[src/rtl/btn_conditioner.sv]
`default_nettype none
// btn_conditioner: per-button 2-flop synchroniser, debouncer and press pulse. Rev 1.0
// Optional macro BTN_AUTOREPEAT_EN adds auto-repeat pulses while a button stays held.
module btn_conditioner #(
  parameter int N_BTN           = 3,
  parameter int DEBOUNCE_CYCLES = 1000000,
  parameter int REPEAT_DELAY    = 50000000,
  parameter int REPEAT_PERIOD   = 10000000
) (
  input  logic             clk,
  input  logic             rst,
  input  logic [N_BTN-1:0] btn_raw,
  output logic [N_BTN-1:0] btn_level,
  output logic [N_BTN-1:0] btn_pulse
);

  localparam int            CW       = $clog2(DEBOUNCE_CYCLES + 1);
  localparam logic [CW-1:0] CNT_LAST = CW'(DEBOUNCE_CYCLES - 1);

  generate
    if (DEBOUNCE_CYCLES < 1 || REPEAT_DELAY < 1 || REPEAT_PERIOD < 1) begin : g_param_check
      $error("btn_conditioner: DEBOUNCE_CYCLES, REPEAT_DELAY and REPEAT_PERIOD must be >= 1");
    end
  endgenerate

  generate
    for (genvar i = 0; i < N_BTN; i++) begin : g_chan
      logic          s1;
      logic          s2;
      logic [CW-1:0] cnt;
      logic          level_r;
      logic          pulse_r;
      logic          accept;
      logic          level_next;
      logic          repeat_fire;

      always_comb begin
        accept     = (s2 != level_r) && (cnt == CNT_LAST);
        level_next = accept ? s2 : level_r;
      end

      always_ff @(posedge clk) begin
        if (rst) begin
          s1      <= 1'b0;
          s2      <= 1'b0;
          cnt     <= '0;
          level_r <= 1'b0;
        end else begin
          s1      <= btn_raw[i];
          s2      <= s1;
          level_r <= level_next;
          if (s2 == level_r || accept)
            cnt <= '0;
          else
            cnt <= cnt + 1'b1;
        end
      end

`ifdef BTN_AUTOREPEAT_EN
      localparam int RMAX = (REPEAT_DELAY > REPEAT_PERIOD) ? REPEAT_DELAY : REPEAT_PERIOD;
      localparam int RW   = $clog2(RMAX + 1);
      logic [RW-1:0] rcnt;

      // Down-counter loaded on the press edge; hitting zero while held fires a repeat.
      always_ff @(posedge clk) begin
        if (rst || !level_next)
          rcnt <= '0;
        else if (!level_r)
          rcnt <= RW'(REPEAT_DELAY - 1);
        else if (rcnt == '0)
          rcnt <= RW'(REPEAT_PERIOD - 1);
        else
          rcnt <= rcnt - 1'b1;
      end

      assign repeat_fire = level_r && level_next && (rcnt == '0);
`else
      assign repeat_fire = 1'b0;
`endif

      always_ff @(posedge clk) begin
        if (rst)
          pulse_r <= 1'b0;
        else
          pulse_r <= (level_next && !level_r) || repeat_fire;
      end

      assign btn_level[i] = level_r;
      assign btn_pulse[i] = pulse_r;
    end
  endgenerate

endmodule
`default_nettype wire

[config.mk]
export PLATFORM = sky130hd
export DESIGN_NAME = btn_conditioner
export DESIGN_NICKNAME = d
export VERILOG_FILES = /design/src/rtl/btn_conditioner.sv
export SDC_FILE = /design/constraint.sdc
export NUM_CORES = 1
export LEC_CHECK = 0
export CAP_MARGIN = 10
export CORE_ASPECT_RATIO = 0.7
export CORE_MARGIN = 1.5
export CORE_UTILIZATION = 35
export CTS_BUF_LIST = sky130_fd_sc_hd__clkbuf_16
export DETAILED_ROUTE_END_ITERATION = 6
export SLEW_MARGIN = 40
export SYNTH_ARGS = -nofsm -noshare
export SYNTH_HDL_FRONTEND = slang
export SYNTH_SLANG_ARGS = --single-unit
[constraint.sdc]
create_clock -name clk -period 2 [get_ports clk]
set_input_delay 0.6 -clock clk [delete_from_list [all_inputs] [get_ports clk]]
set_output_delay 0.6 -clock clk [all_outputs]
set_load 0.01 [all_outputs]
==> results.toml <==
[layout]
fillers = 865
areaGrowthSynthToFinish_pct = 19.24
seq_area_um2 = 1441
final_common_cell = "dfxtp_1"
final_area_um2 = 3792
n_antenna_cell = 0
multiInputGateArea_um2 = 1627
final_cell_mix = "dfxtp_1 (72), nor2_1 (47), xnor2_1 (27), nand3_1 (22), a21oi_1 (20)"
drive_gt1_frac = 0.09184
nNetsFinal = 395

[sta]
setup_violations = 0
tightestPinTransition_ns = 0.5224
hold_viol = 0
skew_ns = 0.007464
maxSlewHeadroom = 0.6468
rsz0062_at_grt = "no"
fmax_ghz = 0.5251
slew_viol_final = 0
fin_crit_sh = 0.9521
min_period_ns = 1.904
tns_ns = 0

[placed_design]
post-dp-hpwl_um = 4549
gp_congestion = 0.7716
portBuffers = 10
placed_cell_area_um2 = 3526

[setup_path]
critPathSlowestCell = "clkdlybuf4s50_1"
crit_path_end_kind = "primary output"
crit_fanout = 4
cpPeakStageDelay_ns = 0.58
crit_chain = "clkdlybuf4s50_1"
startpoint_type = "flop"
path_class = "flop to primary output"
crit_buf_inv = 1
crit_family = "buffers and inverters"
required_ns = 1.40
worstPathArrival_ns = 1.30

[status]
status = "completed"

[clock_tree]
cts_hold_buf = 0
cts.reportedPaths.clkPinSlew_ns = 0.06
cts-root-buf = "clkbuf_16"
ctsResizeCount = 0
htreeDepth = 3
postCtsSetupBuffers = 0
clock_latency_ns = 0.33
cts_sinks = 72
tritoncts = "yes"
cts_buffer_depth = 2
cts_buffers = 9

[min_path]
holdCritPathClass = "flop to flop"

[grt]
grt_pass1_vias = 2384
grt_max_degree = 20
antenna_found_initial = 0
grt_pass1_wl_um = 11200
gr-total-overflow = 0
grtUsageTotal = 0.1530

[synth]
avgSynthCellArea_um2 = 8.762
syn-num-nets = 371
synth_cell_types = 33
synthCells = 363
syn_area_um2 = 3181
synth_seq_area_share = 0.4532
yosys_warnings = 0
yosys_register_bits = 72

[die]
die_y_um = 82.76
fp.dieW_um = 116.9
start_util = 0.3690
die-area_um2 = 9677
row_count = 28
coreArea_um2 = 8618
ios = 11

[drt]
ant_nets = 0
wl_per_cell_um = 12.94
dr_total_vias = 2595
drt_pass1_iterations = 4
first_iter_violations = 196
routed_wl_um = 6627
route.detailed.drc = 0
viasPerCell = 5.068

[power_and_ir_drop]
cellLeakagePower_nw = 1.152
ir_drop_mv = 0.3868
power_density_nw_per_um2 = 764.0
power_mw = 2.897

[run]
max_cap_viol_count = 0
flip-flops by register name, indices dropped and copies added, names as in the netlist:
register,flops
g_chan.cnt,60
g_chan.level_r,3
g_chan.pulse_r,3
g_chan.s1,3
g_chan.s2,3
power by group:
part	switching, mW	internal, mW
combinational	0.0216	0.0223
clock	0.593	0.814
sequential	0.00412	1.44
total	0.618	2.28
layout make-up:
| type | instances | share of cell area |
|---|---|---|
| Clock buffer | 9 | 0.05939 |
| Tap cell | 120 | 0.03959 |
| Multi-Input combinational cell | 265 | 0.4289 |
| Timing Repair Buffer | 29 | 0.07390 |
| Clock inverter | 7 | 0.008248 |
| Inverter | 10 | 0.009898 |
| Sequential cell | 72 | 0.3801 |
final timing paths:
path / startpoint / endpoint / slack (ns) / cells past startpoint
max: g_chan[2].level_r$_SDFF_PP0_ / btn_level[2] / 0.1 / 1
min: g_chan[1].s1$_SDFF_PP0_ / g_chan[1].s2$_SDFF_PP0_ / 0.44 / 1
max reg2reg: g_chan[2].cnt[5]$_SDFF_PP0_ / g_chan[2].cnt[19]$_SDFF_PP0_ / 0.1 / 4
min reg2reg: g_chan[1].s1$_SDFF_PP0_ / g_chan[1].s2$_SDFF_PP0_ / 0.44 / 1
cells in the mapped netlist:
library cell  number  area share
ha_1               3       0.012
nor4_1            11       0.022
nor4bb_1           1      0.0031
xor2_1            13       0.036
and3_1            10       0.020
o21ai_1            3      0.0047
inv_1             10       0.012
buf_2              2      0.0031
or4_1             10       0.024
nor4b_1            4       0.011
and2_1             2      0.0039
nand4_1           16       0.031
and4_1             5       0.014
buf_4              6       0.014
a31o_2             1      0.0028
or3_1             13       0.026
nor3b_1            3      0.0071
o21ai_0           11       0.017
nand3_1           22       0.035
o31ai_1            7       0.017
nor3_1             4      0.0063
or4b_1             1      0.0031
nor2b_1            8       0.016
dfxtp_1           72        0.45
a21oi_1           20       0.031
and3_2             1      0.0024
nand4b_1           2      0.0055
nand3_4            1      0.0055
nor2_1            47       0.055
nand2_1           18       0.021
clkbuf_1           8      0.0094
xnor2_1           27       0.074
o41ai_1            1      0.0028
layer usage:
| metal | track usage | vias to the layer above | share of wire |
|---|---|---|---|
| li1 | - | 1344 | - |
| met1 | 0.2095 | 1214 | 0.53 |
| met2 | 0.2205 | 32 | 0.42 |
| met3 | 0.05912 | 5 | 0.044 |
| met4 | 0.04940 | 0 | 0.0083 |
| met5 | 0 | - | 0 |
metrics by stage:
step / setup WS, ns / util / hold WS, ns / cells
2_1_floorplan: 0.04028 / - / 0.4138 / 363
3_3_place_gp: 0.1031 / 0.4091 / 0.4225 / 496
3_5_place_dp: 0.07290 / 0.4091 / 0.4282 / 496
4_1_cts: 0.06375 / 0.4389 / 0.4410 / 512
5_1_grt: 0.0003850 / 0.4400 / 0.4738 / 512
6_report: 0.09575 / 0.4400 / 0.4400 / 512
logic make-up (layout without fill, tap and decap cells):
kind of cell / count (synthesis) / after routing / synth area share
buf+inv: 26 / 55 / 0.03855
flops: 72 / 72 / 0.4532
xor+xnor: 40 / 40 / 0.1102
compound gates: 43 / 43 / 0.07553
fa+ha+maj: 3 / 3 / 0.01180
simple gates: 179 / 179 / 0.3108
No activity file was read; power rests on OpenSTA's default activity.
